[config.mk]
export PLATFORM = sky130hd
export DESIGN_NAME = lc_sram_ctrl
export DESIGN_NICKNAME = d
export VERILOG_FILES = /design/src/rtl/lc_sram_ctrl.sv
export SDC_FILE = /design/constraint.sdc
export NUM_CORES = 1
export LEC_CHECK = 0
export ABC_CLOCK_PERIOD_IN_PS = 3800
export CAP_MARGIN = 20
export CORE_MARGIN = 2
export CORE_UTILIZATION = 40
export DETAILED_ROUTE_END_ITERATION = 8
export GPL_ROUTABILITY_DRIVEN = 0
export MAX_ROUTING_LAYER = met4
export PLACE_DENSITY = 0.68
export SETUP_SLACK_MARGIN = 0.5
export SLEW_MARGIN = 20
export SYNTH_ARGS = -nofsm -noshare
export SYNTH_HDL_FRONTEND = slang
export SYNTH_SLANG_ARGS = --single-unit
[constraint.sdc]
create_clock -name mclk28 -period 3.8 [get_ports mclk28]
set_input_delay 0.38 -clock mclk28 [delete_from_list [all_inputs] [get_ports mclk28]]
set_output_delay 0.38 -clock mclk28 [all_outputs]
set_load 0.02 [all_outputs]
[src/rtl/lc_sram_ctrl.sv]
// Card-RAM SRAM responder: CPU strobe requests (1-deep pending latch) and a low-priority DMA req/ack port share one async SRAM.
// Latency: strobe edge to dout_valid is WAIT_CYCLES+3 clocks; DMA is granted only from IDLE with no CPU work waiting.
module lc_sram_ctrl #(
   parameter int WAIT_CYCLES = 2,
   parameter int AW          = 18
) (
   input  logic          mclk28,
   input  logic          reset_n,
   input  logic          strobe,
   input  logic          card_sel,
   input  logic          cpu_we,
   input  logic          card_ram_rd,
   input  logic          card_ram_we,
   input  logic [AW-1:0] ram_addr,
   input  logic [7:0]    cpu_din,
   output logic [7:0]    dout,
   output logic          dout_valid,
   output logic          rom_sel,
   output logic          wp_hit,
   output logic          overrun,
   input  logic          dma_req,
   input  logic          dma_we,
   input  logic [AW-1:0] dma_addr,
   input  logic [7:0]    dma_din,
   output logic          dma_ack,
   output logic [7:0]    dma_dout,
   output logic [AW-1:0] sram_addr,
   output logic [7:0]    sram_dq_o,
   output logic          sram_dq_oe,
   input  logic [7:0]    sram_dq_i,
   output logic          sram_ce_n,
   output logic          sram_oe_n,
   output logic          sram_we_n
);

   typedef enum logic [1:0] {IDLE, SETUP, ACCESS, HOLD} state_t;

   state_t          state;
   logic            strobe_d;
   logic            cpu_edge;
   logic            cpu_rd_req;
   logic            cpu_wr_req;
   logic            cpu_req;
   logic            pend_vld;
   logic            pend_we;
   logic [AW-1:0]   pend_addr;
   logic [7:0]      pend_din;
   logic            work_we;
   logic            work_dma;
   logic [2:0]      wait_cnt;

   assign cpu_edge   = strobe & ~strobe_d & card_sel;
   assign cpu_wr_req = cpu_edge & cpu_we & card_ram_we;
   assign cpu_rd_req = cpu_edge & ~cpu_we & card_ram_rd;
   assign cpu_req    = cpu_wr_req | cpu_rd_req;
   assign rom_sel    = card_sel & ~cpu_we & ~card_ram_rd;

   always_ff @(posedge mclk28 or negedge reset_n) begin
      if (!reset_n) begin
         state      <= IDLE;
         strobe_d   <= 1'b0;
         pend_vld   <= 1'b0;
         pend_we    <= 1'b0;
         pend_addr  <= '0;
         pend_din   <= 8'h00;
         work_we    <= 1'b0;
         work_dma   <= 1'b0;
         wait_cnt   <= 3'd0;
         sram_addr  <= '0;
         sram_dq_o  <= 8'h00;
         sram_dq_oe <= 1'b0;
         sram_ce_n  <= 1'b1;
         sram_oe_n  <= 1'b1;
         sram_we_n  <= 1'b1;
         dout       <= 8'h00;
         dma_dout   <= 8'h00;
         dout_valid <= 1'b0;
         wp_hit     <= 1'b0;
         dma_ack    <= 1'b0;
         overrun    <= 1'b0;
      end else begin
         strobe_d   <= strobe;
         dout_valid <= 1'b0;
         wp_hit     <= 1'b0;
         dma_ack    <= 1'b0;

         case (state)
            IDLE: begin
               if (pend_vld) begin
                  pend_vld   <= 1'b0;
                  work_we    <= pend_we;
                  work_dma   <= 1'b0;
                  sram_addr  <= pend_addr;
                  sram_dq_o  <= pend_din;
                  sram_dq_oe <= pend_we;
                  sram_ce_n  <= 1'b0;
                  state      <= SETUP;
               end else if (dma_req && !cpu_req) begin
                  // a CPU edge in this very cycle reaches pending next cycle and must still win
                  work_we    <= dma_we;
                  work_dma   <= 1'b1;
                  sram_addr  <= dma_addr;
                  sram_dq_o  <= dma_din;
                  sram_dq_oe <= dma_we;
                  sram_ce_n  <= 1'b0;
                  state      <= SETUP;
               end
            end
            SETUP: begin
               wait_cnt  <= 3'd0;
               sram_we_n <= ~work_we;
               sram_oe_n <= work_we;
               state     <= ACCESS;
            end
            ACCESS: begin
               if (wait_cnt == 3'(WAIT_CYCLES - 1)) begin
                  sram_oe_n <= 1'b1;
                  sram_we_n <= 1'b1;
                  if (work_dma) begin
                     dma_ack <= 1'b1;
                     if (!work_we) dma_dout <= sram_dq_i;
                  end else if (!work_we) begin
                     dout       <= sram_dq_i;
                     dout_valid <= 1'b1;
                  end
                  state <= HOLD;
               end else begin
                  wait_cnt <= wait_cnt + 3'd1;
               end
            end
            HOLD: begin
               sram_ce_n  <= 1'b1;
               sram_dq_oe <= 1'b0;
               state      <= IDLE;
            end
            default: state <= IDLE;
         endcase

         // capture after the FSM so a new request overrides the IDLE clear of pending
         if (cpu_edge && cpu_we && !card_ram_we) wp_hit <= 1'b1;
         if (cpu_req) begin
            if (pend_vld && state != IDLE) overrun <= 1'b1;
            pend_vld  <= 1'b1;
            pend_we   <= cpu_wr_req;
            pend_addr <= ram_addr;
            pend_din  <= cpu_din;
         end
      end
   end

endmodule
==> key figures, run 1 <==
Global routing
  • Combined global-route utilization of all metal layers: a little under a fifth
  • Wire length of the first global-routing pass: 13700 um
  • Maximum number of pins on one net before global-route repair: 58
  • Grt ovf: 0
  • Number of global-route vias before repair: between 2k and 3k
  • Initial antenna violation count: 0

Clock network
  • Clock latency at the later pin of the worst-skew pair: roughly 0.34 ns
  • H-tree level count: 3
  • Clock buffer count from CTS: 9
  • Clock transition at the register clock pins on the worst setup and hold paths after CTS: about 0.09 ns
  • Post-CTS Hold Fix Bufs: 0
  • Sinks on Clock Net: 86
  • Post-CTS repair timing setup buffer count: 0
  • Cell at the root of the clock tree: sky130_fd_sc_hd__clkbuf_8
  • # resized after CTS: 0
  • Clock tree from TritonCTS: built
  • Max Buffers Root-to-Sink: 2

Synthesis
  • Total of flip-flops plus latches after synthesis: 86
  • Number of distinct standard cells referenced by the synthesized netlist: 31
  • Cell Area, Synth: between 3000 and 4000 um^2
  • Number of cells produced by synthesis: 285
  • Number of enable-type register cells in the synthesized netlist: 0
  • Synth Warn #: 0
  • Average cell area after synthesis: roughly 13 um^2
  • Ys async rst share: 100%
  • Portion of the post-synthesis area used by sequential elements: roughly three fifths
  • Post-Syn Nets: between 300 and 400
  • Primary flip-flop cell chosen by synthesis mapping: sky130_fd_sc_hd__dfrtp_1

STA
  • Number of max-slew violations in the final report: 0
  • Max transition margin: 38.4%
  • Clock tree skew after final layout: about 0.011 ns
  • # setup viols final: 0
  • Post-route setup slack: 1.40 ns
  • Final worst path period share: 63.3%
  • Setup TNS: 0 ns
  • Unrepaired setup endpoints after global routing: false
  • Final critical path time including I/O delays and setup: between 2 and 2.5 ns
  • Final count of hold timing violations: 0
  • Maximum clock rate: slightly above 400 MHz
  • Worst-Margin Slew: about 0.9 ns

Power and ir drop
  • Fraction of power consumed by sequential logic: between 40 and 50%
  • Total power per unit cell area: between 700 and 800 nW/um^2
  • Maximum vdd ir drop: about 0.00030 V
  • Clk network pwr share: 16.2%
  • Lkg Pwr: roughly 2.1 nW
  • Part of the total power dissipated in combinational logic: 43.8%
  • Switching Fraction: a little over a third
  • Total internal power: 2.48 mW
  • Sw power: between 1 and 1.5 mW

Cells and area
  • Fill count: a little under 800
  • Diodes inserted: 0
  • Ratio of cells with drive above 1 in the final layout: 17.6%
  • Post-route insts no fill: 517
  • Layout Area Growth over Synthesis: 40.3%
  • FF/Latch Area: between 2000 and 2500 um^2
  • Post-layout instance area: roughly 5100 um^2
  • Total area of multi-input combinational cells: 1390 um^2
  • Post-layout utilization of the core: ~58%
  • Nets@finish: 480

Worst setup path
  • Critical path endpoint category: flop
  • CP max stage cell: sky130_fd_sc_hd__dfrtp_2
  • Cell-by-cell trace of the critical path: o21a_1, o31a_2, buf_4, nor2_1, a21oi_1
  • Arrival time reported for the critical path endpoint: ~2.7 ns
  • Worst Path Buf+Inv: 1
  • Highest net fanout along the worst path: 32
  • Kind of cell with the highest combined delay on the critical path: flip-flops
  • Startpoint class of the critical path: flop
  • Required time of the worst setup path: 4.07 ns
  • Kind of critical path: reg2reg
  • Longest individual stage delay on the worst path: a little under 1 ns

Route
  • Final routed wirelength across all metal layers: 8150 um
  • DR DRC count: 0
  • Wire length per cell after detailed routing: approximately 16 um
  • Antenna Nets Post-Route: 0
  • Detailed-routing iteration count for the pre-antenna-repair pass: 4
  • Per-cell via count in the routed design: around 5
  • Via count: between 2k and 3k
  • Detailed Route Iter0 Violations: between 60 and 70

Floorplanning
  • Initial Util: between 40% and 50%
  • I/O pin cnt: 120
  • Chip width: a little under 100 um
  • Vertical extent of the die: 99.4 um
  • Area of the die: between 9000 and 10000 um^2
  • Number of rows created at floorplan: 34
  • Total core area: just under 9000 um^2

Placement
  • Half-perimeter wire length after detailed placement: 5970 um
  • Number of instances in the placed design: between 500 and 600
  • Standard cell area after detailed placement: 4910 um^2
  • PortBufs: between 100 and 150
  • Pre-CTS WS: ~1.2 ns

Job
  • Maxcap violations: 0

Worst hold path
  • Classification of the worst-slack hold path: in2async

Status
  • Outcome: complete, no violations
-- routing by layer --
metal | vias to the layer above | share of wire (%) | wire (um) | track usage [%]
li1 | 1233 | - | - | -
met3 | 18 | 4.1 | 335 | 2.88
met2 | 81 | 52 | 4210 | 29.9
met4 | 0 | 3.1 | 250 | 9.17
met5 | - | 0 | 0 | -
met1 | 1286 | 41 | 3350 | 22.0
-- placed cells by master, fill, tap and decap left out, types with 2 or more instances in the layout --
cell / instances
sky130_fd_sc_hd__nand3b_1: 2
sky130_fd_sc_hd__clkbuf_8: 10
sky130_fd_sc_hd__mux2_2: 45
sky130_fd_sc_hd__buf_4: 4
sky130_fd_sc_hd__clkdlybuf4s50_1: 118
sky130_fd_sc_hd__a21oi_1: 31
sky130_fd_sc_hd__o21a_1: 2
sky130_fd_sc_hd__nand2_1: 7
sky130_fd_sc_hd__o22a_1: 3
sky130_fd_sc_hd__nand2b_1: 3
sky130_fd_sc_hd__clkinv_2: 2
sky130_fd_sc_hd__ha_1: 6
sky130_fd_sc_hd__dfrtp_1: 82
sky130_fd_sc_hd__nor3b_1: 2
sky130_fd_sc_hd__dfstp_2: 3
sky130_fd_sc_hd__nor2_1: 33
sky130_fd_sc_hd__mux2i_1: 28
sky130_fd_sc_hd__inv_1: 6
sky130_fd_sc_hd__o21ai_0: 5
-- registers in the layout, indices dropped and copies added, names as in the netlist, 2 cells and up --
name / count
sram_addr: 18
wait_cnt: 3
state: 2
pend_addr: 18
dout: 8
dma_dout: 8
pend_din: 8
sram_dq_o: 8
-- synthesized netlist by cell type (2+ instances only) --
cell type	number	area share, %
sky130_fd_sc_hd__inv_1	6	0.62
sky130_fd_sc_hd__mux2i_1	28	7.7
sky130_fd_sc_hd__nand3b_1	2	0.41
sky130_fd_sc_hd__nor3b_1	2	0.41
sky130_fd_sc_hd__o22a_1	3	0.72
sky130_fd_sc_hd__nand2b_1	3	0.52
sky130_fd_sc_hd__dfrtp_1	83	57
sky130_fd_sc_hd__buf_4	4	0.83
sky130_fd_sc_hd__dfstp_2	3	2.2
sky130_fd_sc_hd__mux2_2	45	14
sky130_fd_sc_hd__ha_1	6	2.1
sky130_fd_sc_hd__clkbuf_1	3	0.31
sky130_fd_sc_hd__nor2_1	33	3.4
sky130_fd_sc_hd__o21ai_0	5	0.69
sky130_fd_sc_hd__buf_2	6	0.83
sky130_fd_sc_hd__o21a_1	2	0.41
sky130_fd_sc_hd__a21oi_1	31	4.3
sky130_fd_sc_hd__nand2_1	7	0.72
-- cell families after synthesis --
family          share of synthesized area [%]
fa+ha+maj                                2.06
simple gates                             6.47
compound gates                           7.43
flops                                    59.3
mux                                      21.9
xor+xnor                                0.241
buf+inv                                  2.58
-- area by class of cell --
class	instances	share of cell area [%]
flip-flops and latches	86	42.3
multi-input cells	180	27.2
repair buffers	122	23.7
clock buffers	11	2.77
well taps	108	2.65
clock inverters	4	0.932
inverters	6	0.441
-- metrics by stage --
step	power, mW	hold slack (ns)
after floorplan	2.50	0.0844
after global placement	3.22	0.485
after detailed placement	3.28	0.486
after CTS	3.90	0.109
after global routing	4.11	0.133
final	3.85	0.0735
-- final timing paths --
path / from / to / slack (ns) / cells after the start
worst max register to register: pend_vld / sram_addr[9] / 1.40 / 5
max in group asynchronous: reset_n / sram_addr[13] / 2.82 / 2
worst min register to register: overrun / overrun / 0.51 / 1
worst max-delay path: pend_vld / sram_addr[9] / 1.40 / 5
worst min-delay path: reset_n / dma_dout[1] / 0.07 / 1
min in group mclk28: overrun / overrun / 0.51 / 1
-- power groups by stage --
stage	Combinational (mW)	Clock, mW	Sequential [mW]
floorplan	0.707	0	1.79
global placement	1.67	0	1.55
detailed placement	1.71	0	1.57
CTS	1.71	0.637	1.55
global route	1.83	0.674	1.60
finish	1.69	0.623	1.54
No activity file was read; power rests on OpenSTA's default activity.
==> run 2: changes to the inputs <==
--- a/config.mk
+++ b/config.mk
@@ -5,7 +5,7 @@
 export SDC_FILE = /design/constraint.sdc
 export NUM_CORES = 1
 export LEC_CHECK = 0
-export ABC_CLOCK_PERIOD_IN_PS = 3800
+export ABC_CLOCK_PERIOD_IN_PS = 2400
 export CAP_MARGIN = 20
 export CORE_MARGIN = 2
 export CORE_UTILIZATION = 40
==> constraint.sdc (replaced) <==
create_clock -name mclk28 -period 2.4 [get_ports mclk28]
set_input_delay 0.24 -clock mclk28 [delete_from_list [all_inputs] [get_ports mclk28]]
set_output_delay 0.24 -clock mclk28 [all_outputs]
set_load 0.02 [all_outputs]
==> run 2 against run 1 <==
  * Global-route usage is 0.78 points lower
  * Sequential share of layout area is 0.63 points lower
  * Register-to-register slack worse by 0.77 ns
  * Combinational power is 63% higher
  * Wire length is 2.4% lower
  * Die area stayed put
  * Critical path type is now in2reg
  * Largest cell class unchanged
  * Highest routed layer unchanged
==> key figures, run 2 (synthesis results as in run 1) <==
Placement
  • PortBufs: 119 (unchanged)
  • Half-perimeter wire length after detailed placement: 5710 um (-4.3%)
  • Number of instances in the placed design: 506 (+0.80%)
  • Standard cell area after detailed placement: 4970 um^2 (+1.1%)

Clock network
  • Sinks on Clock Net: 86 (unchanged)
  • Clock buffer count from CTS: 9 (unchanged)
  • Cell at the root of the clock tree: sky130_fd_sc_hd__clkbuf_8
  • H-tree level count: 3 (unchanged)
  • Clock transition at the register clock pins on the worst setup and hold paths after CTS: 0.09 ns (about the same)
  • Clock latency at the later pin of the worst-skew pair: 0.35 ns (about the same)
  • Max Buffers Root-to-Sink: 2 (unchanged)
  • Clock tree from TritonCTS: built

STA
  • Worst-Margin Slew: 0.646 ns (-0.277 ns)
  • # setup viols final: 0 (unchanged)
  • Max transition margin: 56.9% (+18 points)
  • Final count of hold timing violations: 0 (unchanged)
  • Final critical path time including I/O delays and setup: 1.77 ns
  • Maximum clock rate: around 560 MHz
  • Unrepaired setup endpoints after global routing: false
  • Final worst path period share: around 74%
  • Setup TNS: 0 ns (unchanged)
  • Clock tree skew after final layout: 0.00714 ns (-0.00418 ns)
  • Number of max-slew violations in the final report: 0 (unchanged)

Worst hold path
  • Worst Min Path Start: strobe
  • Classification of the worst-slack hold path: in2reg
  • Instance count along the most critical hold path: 1
  • Worst Hold Path EP: strobe_d

Power and ir drop
  • Total power per unit cell area: 1190 nW/um^2 (+57%)
  • Sw power: 2.22 mW (+61%)
  • Total internal power: 3.94 mW (+59%)
  • Overall Power: 6.16 mW (+60%)
  • Fraction of power consumed by sequential logic: 38.7% (-1.4 points)
  • Maximum vdd ir drop: 0.000448 V (+50%)
  • Lkg Pwr: 2.15 nW (+2.2%)
  • Clk network pwr share: 16.5% (+0.3 points)
  • Part of the total power dissipated in combinational logic: 44.8% (+1.0 points)
  • Switching Fraction: 36.1% (+0.38 points)

Global routing
  • Maximum number of pins on one net before global-route repair: 51 (-12%)
  • Number of global-route vias before repair: 2647 (-6.0%)
  • Combined global-route utilization of all metal layers: 17.5% (-0.78 points)
  • Wire length of the first global-routing pass: 13200 um (-4.3%)
  • Grt ovf: 0 (unchanged)
  • Met3 usage: 3.16% (+0.28 points)
  • Met2 demand-to-capacity share in global routing: 27.4% (-2.4 points)
  • Met1 track demand over resource in global routing: 22.2% (+0.20 points)
  • Highest-utilization routing layer at the global route stage: met2
  • Initial antenna violation count: 0 (unchanged)

Route
  • Antenna Nets Post-Route: 0 (unchanged)
  • Detailed-routing iteration count for the pre-antenna-repair pass: 4 (unchanged)
  • Via count: 2594 (-0.92%)
  • Final routed wirelength across all metal layers: 7960 um (-2.4%)
  • Wire length per cell after detailed routing: 15.2 um (-3.3%)
  • Per-cell via count in the routed design: 4.97 (-1.9%)
  • Detailed Route Iter0 Violations: 68 (+3.0%)
  • DR DRC count: 0 (unchanged)

Worst setup path
  • Kind of critical path: in2reg
  • Critical path endpoint category: flop
  • Worst r2r src: state[0]
  • Worst reg2reg setup slack: 0.63 ns (-0.77 ns)
  • Highest net fanout along the worst path: 4 (-88%)
  • Required time of the worst setup path: 2.64 ns (-1.43 ns)
  • Launch point of the worst path: cpu_we
  • Cell-by-cell trace of the critical path: clkdlybuf4s50_1, mux2i_1, o21ai_0, a32oi_1, mux2_2
  • Longest individual stage delay on the worst path: 0.53 ns (-0.46 ns)
  • End of the worst register-to-register path: dout[7]
  • CP max stage cell: sky130_fd_sc_hd__clkdlybuf4s50_1
  • Startpoint class of the critical path: input pin
  • Count of cells along the worst register-to-register path: 5 (unchanged)
  • Arrival time reported for the critical path endpoint: 2.01 ns (-0.66 ns)

Floorplanning
  • Total core area: 8760 um^2 (unchanged)
  • Area of the die: 9870 um^2 (unchanged)
  • Initial Util: 41.5% (unchanged)
  • Chip width: 99.4 um (unchanged)
  • Number of rows created at floorplan: 34 (unchanged)
  • Vertical extent of the die: 99.4 um (unchanged)
  • I/O pin cnt: 120 (unchanged)

Job
  • Maxcap violations: 0 (unchanged)

Cells and area
  • Nets@finish: 485 (+1.0%)
  • Layout Area Growth over Synthesis: 42.4%
  • Diodes inserted: 0 (unchanged)
  • Ratio of cells with drive above 1 in the final layout: 18.6% (+1.0 points)
  • Biggest registers after layout: pend_addr (18), sram_addr (18)
  • Post-route insts no fill: 522 (+0.97%)
  • Commonest non-fill, non-tap cells in the layout: 117 x sky130_fd_sc_hd__clkdlybuf4s50_1, 82 x sky130_fd_sc_hd__dfrtp_1, 45 x sky130_fd_sc_hd__mux2_2, 33 x sky130_fd_sc_hd__nor2_1, 31 x sky130_fd_sc_hd__a21oi_1
  • Post-layout instance area: 5180 um^2 (+1.5%)
  • Commonest non-fill, non-tap cell in the layout: sky130_fd_sc_hd__clkdlybuf4s50_1

Status
  • Outcome: complete, no violations
-- run 2: cell count changes in the layout (fill, tap and decap cells not counted), sizes merged --
cell           change
buf                +4
clkbuf             -2
inv                +2
clkdlybuf4s50      -1
clkinv             -1
clkinvlp           +1
dlygate4sd3        +1
dlymetal6s2s       +1
-- run 2: how the worst max path moves through the flow --
stage,to,slack (ns)
3_3_place_gp,state[1],0.32
6_report,state[1],0.63
3_5_place_dp,state[1],0.28
4_1_cts,rom_sel,0.57
5_1_grt,dout[7],0.52
2_1_floorplan,dma_dout[0],0.75
-- run 2: power groups by stage --
stage                     clock (mW)  sequential (mW)  combinational [mW]
after floorplan                    0             2.83                1.12
after global placement             0             2.40                2.73
after detailed placement           0             2.41                2.79
after CTS                       1.05             2.39                2.79
after global routing            1.13             2.47                2.97
final                           1.02             2.38                2.76
-- run 2: critical path, delay by kind of cell --
family                 cells  cell delay [ns]
buffers and inverters      1             0.53
muxes                      2             0.74
AOI/OAI and AO/OA          2             0.50
-- run 2: through the flow --
| step | hold WS [ns] | util, % | setup WS [ns] |
|---|---|---|---|
| finish | 0.413 | 59.1 | 0.627 |
| global route | 0.398 | 59.1 | 0.515 |
| CTS | 0.387 | 59.1 | 0.569 |
| detailed placement | 0.317 | 56.7 | 0.281 |
| global placement | 0.313 | 56.7 | 0.322 |
| floorplan | -0.0556 | - | 0.753 |
-- run 2: metal layers --
metal	vias to the layer above	part of all wire (%)	wire length (um)
met5	-	0	0
met2	68	49	3930
met3	12	4.0	322
met4	0	2.2	172
li1	1245	-	-
met1	1269	44	3530
-- run 2: final cells by class --
class / count / area (um^2)
repair buffers: 127 / 1280
fillers: 726 / 3580
flip-flops and latches: 86 / 2160
inverters: 6 / 22.5
multi-input cells: 180 / 1390
clock buffers: 9 / 124
well taps: 108 / 135
clock inverters: 6 / 71.3
-- run 2: timing repair --
action,4_1_cts,5_1_grt
endpoints found under the setup margin,0,7
gates resized for setup,0,2
hold endpoints to repair,48,0
hold buffers,1,0
buffers inserted,0,0
